==> config.mk <==
export PLATFORM = sky130hd
export DESIGN_NAME = la_clkgate_ctrl
export DESIGN_NICKNAME = d
export VERILOG_FILES = /design/src/rtl/la_clkgate_ctrl_pkg.sv /design/src/rtl/la_clkgate_chan.sv /design/src/rtl/la_clkgate_ctrl.sv
export SDC_FILE = /design/constraint.sdc
export NUM_CORES = 1
export LEC_CHECK = 0
export ABC_AREA = 0
export ABC_CLOCK_PERIOD_IN_PS = 2100
export BUFFER_PORTS_ARGS = -buffer_cell sky130_fd_sc_hd__buf_2
export CAP_MARGIN = 10
export CORE_ASPECT_RATIO = 0.8
export CORE_MARGIN = 8
export CORE_UTILIZATION = 40
export CTS_BUF_LIST = sky130_fd_sc_hd__clkbuf_2 sky130_fd_sc_hd__clkbuf_4 sky130_fd_sc_hd__clkbuf_8
export CTS_CLUSTER_DIAMETER = 100
export CTS_CLUSTER_SIZE = 16
export DETAILED_ROUTE_END_ITERATION = 12
export SYNTH_ARGS = -nofsm -noshare
export SYNTH_HDL_FRONTEND = slang
export SYNTH_HIERARCHICAL = 1
export SYNTH_SLANG_ARGS = --single-unit
==> constraint.sdc <==
create_clock -name clk -period 2.1 [get_ports clk]
set_input_delay 0.525 -clock clk [delete_from_list [all_inputs] [get_ports clk]]
set_output_delay 0.525 -clock clk [all_outputs]
set_load 0.01 [all_outputs]
==> src/rtl/la_clkgate_ctrl_pkg.sv <==
// Shared state encoding for the clock-gate controller channels.
package la_clkgate_ctrl_pkg;

  localparam logic [1:0] ST_OFF  = 2'd0;
  localparam logic [1:0] ST_WAKE = 2'd1;
  localparam logic [1:0] ST_ON   = 2'd2;
  localparam logic [1:0] ST_COOL = 2'd3;

  typedef enum logic [1:0] {
    CS_OFF  = ST_OFF,
    CS_WAKE = ST_WAKE,
    CS_ON   = ST_ON,
    CS_COOL = ST_COOL
  } chan_state_e;

endpackage

==> src/rtl/la_clkgate_chan.sv <==
// One gated-clock channel: OFF/WAKE/ON/COOL FSM with a saturating cool-down counter.
// State is exported on o_state so checkers can bind to it directly.
module la_clkgate_chan
  import la_clkgate_ctrl_pkg::*;
#(
  parameter string PROP  = "DEFAULT",
  parameter int    IDLEW = 4
) (
  input  logic             clk,
  input  logic             reset,
  input  logic             i_grant,
  input  logic             i_req,
  input  logic [IDLEW-1:0] i_idle_limit,
  output logic             o_en,
  output logic             o_ack,
  output logic             o_waiting,
  output chan_state_e      o_state
);

  localparam logic [IDLEW-1:0] CNT_ONE = 1;
  localparam logic [IDLEW-1:0] CNT_MAX = '1;

  if (PROP == "") begin : g_bad_prop
    $error("la_clkgate_chan: PROP must not be empty");
  end

  chan_state_e      r_state;
  chan_state_e      w_state_nx;
  logic [IDLEW-1:0] r_cnt;
  logic [IDLEW-1:0] w_cnt_nx;
  logic             r_en;
  logic             r_ack;

  // COOL: a returning request beats expiry; expiry uses >= so a shrunk limit ends cool-down at once.
  always_comb begin
    w_state_nx = r_state;
    w_cnt_nx   = r_cnt;
    unique case (r_state)
      CS_OFF:  if (i_grant) w_state_nx = CS_WAKE;
      CS_WAKE: w_state_nx = CS_ON;
      CS_ON: begin
        if (!i_req) begin
          w_state_nx = CS_COOL;
          w_cnt_nx   = '0;
        end
      end
      CS_COOL: begin
        if (i_req) begin
          w_state_nx = CS_ON;
        end else if (r_cnt >= i_idle_limit) begin
          w_state_nx = CS_OFF;
          w_cnt_nx   = '0;
        end else if (r_cnt != CNT_MAX) begin
          w_cnt_nx = r_cnt + CNT_ONE;
        end
      end
      default: w_state_nx = CS_OFF;
    endcase
  end

  always_ff @(posedge clk) begin
    if (reset) begin
      r_state <= CS_OFF;
      r_cnt   <= '0;
      r_en    <= 1'b0;
      r_ack   <= 1'b0;
    end else begin
      r_state <= w_state_nx;
      r_cnt   <= w_cnt_nx;
      r_en    <= (w_state_nx != CS_OFF);
      r_ack   <= (w_state_nx == CS_ON) || (w_state_nx == CS_COOL);
    end
  end

  assign o_en      = r_en;
  assign o_ack     = r_ack;
  assign o_state   = r_state;
  assign o_waiting = (r_state == CS_OFF) && i_req;

endmodule

==> src/rtl/la_clkgate_ctrl.sv <==
// Clock-gate controller: N channel FSMs plus a round-robin wake arbiter (one wake per cycle).
// Optional macro LA_CLKGATE_CTRL_FORCE_EN adds force_on, which ORs all ones into en.
module la_clkgate_ctrl
  import la_clkgate_ctrl_pkg::*;
#(
  parameter string PROP  = "DEFAULT",
  parameter int    N     = 4,
  parameter int    IDLEW = 4
) (
  input  logic             clk,
  input  logic             reset,
  input  logic [N-1:0]     req,
  input  logic [IDLEW-1:0] idle_limit,
  output logic [N-1:0]     en,
  output logic [N-1:0]     ack
`ifdef LA_CLKGATE_CTRL_FORCE_EN
  ,
  input  logic             force_on
`endif
);

  localparam int PTRW = (N > 1) ? $clog2(N) : 1;

  if (N < 2 || N > 32 || IDLEW < 1 || IDLEW > 16) begin : g_bad_param
    $error("la_clkgate_ctrl: N must be 2..32 and IDLEW 1..16");
  end

  logic [PTRW-1:0] r_ptr;
  logic [PTRW-1:0] w_gidx;
  logic [PTRW-1:0] w_ptr_nx;
  logic            w_found;
  int              w_idx;
  logic [N-1:0]    w_waiting;
  logic [N-1:0]    w_grant;
  logic [N-1:0]    w_en_reg;
  chan_state_e     w_state [N];

  // Descending scan so the last hit, i.e. the nearest index at or after r_ptr, wins.
  always_comb begin
    w_found = 1'b0;
    w_gidx  = '0;
    w_idx   = 0;
    for (int k = N - 1; k >= 0; k--) begin
      w_idx = int'(r_ptr) + k;
      if (w_idx >= N) w_idx = w_idx - N;
      if (w_waiting[w_idx]) begin
        w_found = 1'b1;
        w_gidx  = PTRW'(w_idx);
      end
    end
  end

  always_comb begin
    w_grant = '0;
    if (w_found) w_grant[w_gidx] = 1'b1;
  end

  assign w_ptr_nx = (int'(w_gidx) == N - 1) ? '0 : w_gidx + 1'b1;

  always_ff @(posedge clk) begin
    if (reset) begin
      r_ptr <= '0;
    end else if (w_found) begin
      r_ptr <= w_ptr_nx;
    end
  end

  for (genvar i = 0; i < N; i++) begin : g_chan
    la_clkgate_chan #(
      .PROP  (PROP),
      .IDLEW (IDLEW)
    ) u_chan (
      .clk          (clk),
      .reset        (reset),
      .i_grant      (w_grant[i]),
      .i_req        (req[i]),
      .i_idle_limit (idle_limit),
      .o_en         (w_en_reg[i]),
      .o_ack        (ack[i]),
      .o_waiting    (w_waiting[i]),
      .o_state      (w_state[i])
    );
  end

`ifdef LA_CLKGATE_CTRL_FORCE_EN
  assign en = w_en_reg | {N{force_on}};
`else
  assign en = w_en_reg;
`endif

endmodule

==> impl_results.md, run 1 <==
* Register area share after synthesis at 0.3134
* Total power at 2675 µW
* WL per Instance at 13.10 µm
* Reg2reg path depth at 11
* Total CTS buffers at 5
* Die X at 98.39 µm
* IO Count at 18
* Drt drc at 0
* Worst path cell trace: nor2_1 > and2_4 > nand2_1 > a21oi_1 > buf_4 > nor3_2 > ha_1 > and2b_1 > nor2b_1 > o21bai_1 > a21oi_1
* Drt first pass iters at 4
* Cells after synthesis at 241
* Global-route wire length before repair at 7831 µm
* All-layer global routing usage at 0.1174
* Via-to-Cell Ratio at 5.342
* Period utilisation layout at 0.9484
* Worst path slowest cell: dfxtp_2
* PortBufs at 17
* Root buf cell: clkbuf_8
* Antenna viol nets, final at 0
* Post-CTS Resized at 0
* Setup Buffers After CTS at 0
* Syn Area/Cell at 9.013 µm²
* Final hold slack at 0.5432 ns
* Yosys top cell by area: dfxtp_1
* CP dominant cell by count: a21oi_1
* Maximum number of pins on one net before global-route repair at 28
* CP startpoint kind: flip-flop
* Final setup vio count at 0
* DR vias at 1,827
* Met3 routed WL at 171 µm
* Max-Cap Viols at 0
* R2r setup slk at 0.11 ns
* Hold Buf Count CTS at 0
* Slew headroom at 0.7866
* Initial antenna violation count at 0
* Clk_skew at 0.005615 ns
* Pre-CTS WS at -0.1023 ns
* Die footprint at 8059 µm²
* Maximum buffer depth of the clock tree at 2
* Clk Latency, worst-skew pair at 0.28 ns
* Share of cells above drive strength 1 at 0.2852
* Element type at the critical path end: flip-flop
* Met2 wire len at 1951 µm
* Ys flop type: dfxtp_1
* Hold crit path type: reg2reg
* Detailed-placement wirelength estimate at 3297 µm
* Worst EP arrival at 2.15 ns
* Mapped Nets at 275
* Synth-to-Final Area Change at 19.64%
* Fill cells at 532
* Nets at 311
* Synth async-reset ratio at 0
* Crit-path leading delay family: simple AND/OR/NAND/NOR gates
* Critical path origin: g_chan[0].u_chan/o_state[1]
* Initial core utilization at 0.4064
* Final Hold Fails at 0
* Multi-input logic area at 1431 µm²
* Vias in the first global route at 1,737
* Min Tclk post-route at 1.992 ns
* Number of synthesized flops with an enable pin at 0
* Worst EP required at 2.26 ns
* M1 WL at 2307 µm
* Post-synth cell types at 34
* Commonest non-fill, non-tap cells in the layout: dfxtp_1 (31), ha_1 (23), inv_1 (17), buf_2 (17)
* Highest Signal Layer: met4
* CTS tree: done
* Rows at 24
* Slew Viols, Final at 0
* Antenna fix cells at 0
* Worst-path fanout max at 4
* Maximum single-stage delay on the critical path at 0.32 ns
* #FFs+latches synth at 34
* GRT overflow at 0
* CP bufs+invs at 1
* Area share of the largest cell type after synthesis at 0.3134
* Peak VDD IR at 0.0006976 V
* Kind of critical path: reg2reg
* Sequential Area at 684.4 µm²
* Total wire length at 4480 µm
* Mapped cell area at 2172 µm²
* Outcome: finished clean
* Clock transition at path regs at 0.07 ns
* Area contributors post-synth: dfxtp_1 (31%), ha_1 (14%), mux2i_1 (4.6%)
* Pwr dens at 1029 nW/µm²
* Crit path capture: g_chan[1].u_chan/o_state[0]
* Worst Tran Pin Value at 0.3177 ns
* Final setup margin at 0.1083 ns
* Critical Path Stages at 11
* Max H-tree Level at 2
* R2r endpoint: g_chan[1].u_chan/o_state[0]
* Leakage at 0.001078 µW
* Most common cell after layout, fill and taps aside: dfxtp_1
* Chip Height at 81.91 µm
* GP Congestion at 0.7812
* First DRT Iteration DRCs at 84
* Sink Count at 34
* Core footprint at 5345 µm²
* R2R Path Start: g_chan[0].u_chan/o_state[1]
* F_max at 0.5021 GHz
* Yosys warns at 6
-- cell families after synthesis --
logic type / synth area share
buffers and inverters: 0.04147
flip-flops: 0.3134
AND/OR/NAND/NOR: 0.2633
adder cells (fa/ha/maj): 0.1382
AO/OA/AOI/OAI: 0.1976
multiplexers: 0.04608
-- registers in the layout (all words and copies together), names as in the netlist --
| signal | cells |
|---|---|
| g_chan.u_chan/o_state | 8 |
| g_chan.u_chan/r_cnt | 16 |
| r_ptr | 2 |
| g_chan.u_chan/o_en | 4 |
| g_chan.u_chan/o_ack | 4 |
-- cell type report --
cell class / count / share of cell area
Clock buffer: 6 / 0.03178
Inverter: 17 / 0.02455
Clock inverter: 1 / 0.01156
Tap cell: 65 / 0.03130
Sequential cell: 34 / 0.2634
Timing Repair Buffer: 34 / 0.08666
Multi-Input combinational cell: 185 / 0.5508
-- cell usage after synthesis, types with 4 or more instances --
| library cell | number |
|---|---|
| dfxtp_1 | 34 |
| ha_1 | 24 |
| inv_1 | 17 |
| nor3_1 | 17 |
| nand2_1 | 13 |
| a21oi_1 | 12 |
| mux2i_1 | 10 |
| nor2_1 | 10 |
| and2_1 | 8 |
| and2b_1 | 8 |
| nand2b_1 | 8 |
| nand3_1 | 8 |
| o211ai_1 | 8 |
| o31a_2 | 5 |
| a211oi_1 | 4 |
| a211oi_2 | 4 |
| a21oi_2 | 4 |
| a41oi_1 | 4 |
| and3_2 | 4 |
| buf_1 | 4 |
| nand4_1 | 4 |
| nand4b_1 | 4 |
| nor2b_1 | 4 |
| nor3b_2 | 4 |
| o21a_2 | 4 |
| o21ai_1 | 4 |
| o21bai_1 | 4 |
-- layer usage --
metal	up-vias	global-route usage
li1	958	-
met1	836	0.1535
met2	27	0.1856
met3	6	0.03048
met4	0	0.03817
met5	-	0
-- power by group --
part	switching, µW	internal, µW	leakage (µW)
Clock	235	380	0.0000573
Sequential	67.2	788	0.000278
Combinational	582	622	0.000743
Total	885	1790	0.00108
-- tightest hold or removal path: stages (launching register included) --
cell	delay [ns]
dfxtp_1	0.35
nand2b_1	0.09
mux2i_1	0.06
-- through the flow --
stage | setup TNS [ns] | instance area (µm²) | utilization | cells
after detailed placement | -0.4006 | 2452 | 0.4588 | 335
after global routing | -0.1768 | 2599 | 0.4862 | 342
after CTS | 0 | 2565 | 0.4799 | 342
final | 0 | 2599 | 0.4862 | 342
after global placement | -0.4538 | 2452 | 0.4588 | 335
after floorplan | 0 | 2172 | - | 241
-- worst min-delay path by stage --
stage                                endpoint                 startpoint  slack (ns)  cells past startpoint
floorplan           g_chan[0].u_chan/r_cnt[1]  g_chan[0].u_chan/r_cnt[1]        0.49                      2
global route        g_chan[3].u_chan/r_cnt[1]  g_chan[3].u_chan/r_cnt[1]        0.57                      2
global placement    g_chan[3].u_chan/r_cnt[1]  g_chan[3].u_chan/r_cnt[1]        0.52                      2
detailed placement  g_chan[3].u_chan/r_cnt[1]  g_chan[3].u_chan/r_cnt[1]        0.53                      2
finish              g_chan[3].u_chan/r_cnt[1]  g_chan[3].u_chan/r_cnt[1]        0.54                      2
CTS                 g_chan[3].u_chan/r_cnt[1]  g_chan[3].u_chan/r_cnt[1]        0.54                      2
Note: power is estimated with default switching activity, not from simulation.
==> inputs of run 2 (changes only) <==
==> constraint.sdc (replaced) <==
create_clock -name clk -period 2.1 [get_ports clk]
set_input_delay 0.315 -clock clk [delete_from_list [all_inputs] [get_ports clk]]
set_output_delay 0.315 -clock clk [all_outputs]
set_load 0.01 [all_outputs]
==> run 2 against run 1 <==
Against the previous run:
- sequential power is 0.9% higher
- core utilization is 0.16 points lower
- sequential share of layout area is 0.089 points higher
- global-route usage is 0.42 points lower
- clock power is 0.8% higher
- worst hold slack worse by 0.013 ns
- clock skew is 0.0016 ns higher
- largest cell class unchanged
- largest power group unchanged
==> impl_results.md, run 2 (synthesis results as in run 1) <==
* PortBufs at 17 (unchanged)
* Reg2reg path depth at 9 (-2)
* Hold EP: g_chan[0].u_chan/o_state[1]
* DR vias at 1,802 (-1.4%)
* IO Count at 18 (unchanged)
* HP Start: g_chan[0].u_chan/o_state[0]
* Fin cells at 341 (-0.29%)
* Setup tns final at 0 ns (unchanged)
* Share of cells above drive strength 1 at 0.2935 (+0.008280)
* Commonest non-fill, non-tap cells in the layout: dfxtp_1 (31), ha_1 (23), inv_1 (17), buf_2 (17), nor3_1 (16)
* Clk_skew at 0.007191 ns (+0.001576 ns)
* Initial core utilization at 0.4064 (unchanged)
* Drt first pass iters at 4 (unchanged)
* Total wire length at 4460 µm (-0.45%)
* Hold crit path type: reg2reg
* Clk Latency, worst-skew pair at 0.28 ns (about the same)
* Largest register by flop count: g_chan.u_chan/r_cnt
* GP Congestion at 0.7680 (-1.7%)
* Core footprint at 5345 µm² (unchanged)
* Final Hold Fails at 0 (unchanged)
* Chip Height at 81.91 µm (unchanged)
* GRT overflow at 0 (unchanged)
* Peak VDD IR at 0.0007803 V (+12%)
* Via-to-Cell Ratio at 5.284 (-1.1%)
* Largest register FFs at 16 (unchanged)
* First DRT Iteration DRCs at 60 (-29%)
* Die footprint at 8059 µm² (unchanged)
* Total CTS buffers at 5 (unchanged)
* Antenna viol nets, final at 0 (unchanged)
* All-layer global routing usage at 0.1132 (-0.004172)
* Max-Cap Viols at 0 (unchanged)
* Nets at 309 (-0.64%)
* CP startpoint kind: flip-flop
* Max H-tree Level at 2 (unchanged)
* R2R Path Start: g_chan[1].u_chan/o_state[1]
* R2r setup slk at 0.12 ns (about the same)
* Fill cells at 526 (-1.1%)
* Element type at the critical path end: flip-flop
* WL per Instance at 13.08 µm (-0.15%)
* Rows at 24 (unchanged)
* DP Area at 2417 µm² (-1.4%)
* Slew Viols, Final at 0 (unchanged)
* Leakage at 0.001070 µW (-0.77%)
* Slew headroom at 0.5083 (-0.2783)
* Die X at 98.39 µm (unchanged)
* F_max at 0.5055 GHz (+0.69%)
* Worst EP arrival at 2.11 ns (-0.04 ns)
* Maximum number of pins on one net before global-route repair at 43 (+54%)
* Sink Count at 34 (unchanged)
* Placed insts at 332 (-0.90%)
* Final Cell Area at 2590 µm² (-0.34%)
* Util after Layout at 0.4846 (-0.001638)
* CTS tree: done
* Min Tclk post-route at 1.978 ns (-0.01359 ns)
* Most common cell after layout, fill and taps aside: dfxtp_1
* Root buf cell: clkbuf_8
* Outcome: finished clean
* Worst-path fanout max at 5 (+1)
* Period utilisation layout at 0.9419 (-0.006471)
* Synth-to-Final Area Change at 19.24%
* Drt drc at 0 (unchanged)
* WHS Path Cells at 2 (unchanged)
* Kind of critical path: reg2reg
* Antenna fix cells at 0 (unchanged)
* Worst EP required at 2.23 ns (-0.03 ns)
* Pwr dens at 1034 nW/µm² (+0.44%)
* Hold Buf Count CTS at 0 (unchanged)
* Vias in the first global route at 1,621 (-6.7%)
* Worst Tran Pin Value at 0.7376 ns (+0.4199 ns)
* Final setup vio count at 0 (unchanged)
* Initial antenna violation count at 0 (unchanged)
* Clock transition at path regs at 0.07 ns (about the same)
* Global-route wire length before repair at 7465 µm (-4.7%)
* Detailed-placement wirelength estimate at 3252 µm (-1.4%)
* Maximum buffer depth of the clock tree at 2 (unchanged)
* R2r endpoint: g_chan[2].u_chan/o_state[0]
-- run 2: power breakdown --
group	leakage (µW)	total, µW	switching, µW	internal, µW
clock	0.0000593	620	239	381
sequential	0.000278	863	73.7	789
combinational	0.000733	1190	588	606
-- run 2: worst max-delay path: stages, from the launching register on --
cell and delay (ns):
dfxtp_1 0.32, nor2_2 0.13, and2_4 0.22, a21oi_2 0.10
or3_4 0.40, ha_1 0.20, and2b_1 0.16, nor2b_1 0.13
o21bai_1 0.11, a21oi_1 0.07
-- run 2: area by class of cell --
cell class | count | area (µm²) | share of cell area
flip-flops and latches | 34 | 684.4 | 0.2643
multi-input cells | 185 | 1449 | 0.5594
well taps | 65 | 81.33 | 0.03140
inverters | 17 | 63.81 | 0.02464
repair buffers | 32 | 197.7 | 0.07633
clock buffers | 7 | 83.83 | 0.03237
clock inverters | 1 | 30.03 | 0.01159
-- run 2: how the worst max path moves through the flow --
| stage | start | slack (ns) | endpoint |
|---|---|---|---|
| finish | g_chan[1].u_chan/o_state[1] | 0.12 | g_chan[2].u_chan/o_state[0] |
| detailed placement | g_chan[2].u_chan/o_state[0] | 0.03 | g_chan[0].u_chan/o_state[0] |
| global placement | g_chan[2].u_chan/o_state[0] | 0.07 | g_chan[0].u_chan/o_state[0] |
| CTS | g_chan[2].u_chan/o_state[0] | 0.02 | g_chan[0].u_chan/o_state[0] |
| floorplan | g_chan[0].u_chan/o_state[1] | 0.13 | g_chan[0].u_chan/o_state[0] |
| global route | g_chan[2].u_chan/o_state[0] | -0.04 | g_chan[3].u_chan/o_state[0] |
-- run 2: metrics by stage --
step | worst slack (ns) | power (µW) | hold slack, ns
after floorplan | 0.1279 | 1572 | 0.3874
after global placement | 0.07110 | 1930 | 0.5269
after detailed placement | 0.02557 | 1941 | 0.5275
after CTS | 0.02145 | 2569 | 0.5267
after global routing | -0.04358 | 2896 | 0.5630
final | 0.1219 | 2677 | 0.5298
-- run 2: repair_timing --
item                                    CTS  global route
endpoints found under the setup margin    0             7
buffers inserted                          0             1
gates resized for setup                   0            18
hold endpoints to repair                  0             0
-- run 2: per-layer routing --
metal / vias to the layer above / share of wire / track usage / wire length, µm
met3: 4 / 0.038 / 0.03387 / 168
met1: 825 / 0.52 / 0.1467 / 2301
met4: 0 / 0.0081 / 0.03664 / 36
met2: 21 / 0.44 / 0.1775 / 1954
li1: 952 / - / - / -
met5: - / 0 / 0 / 0
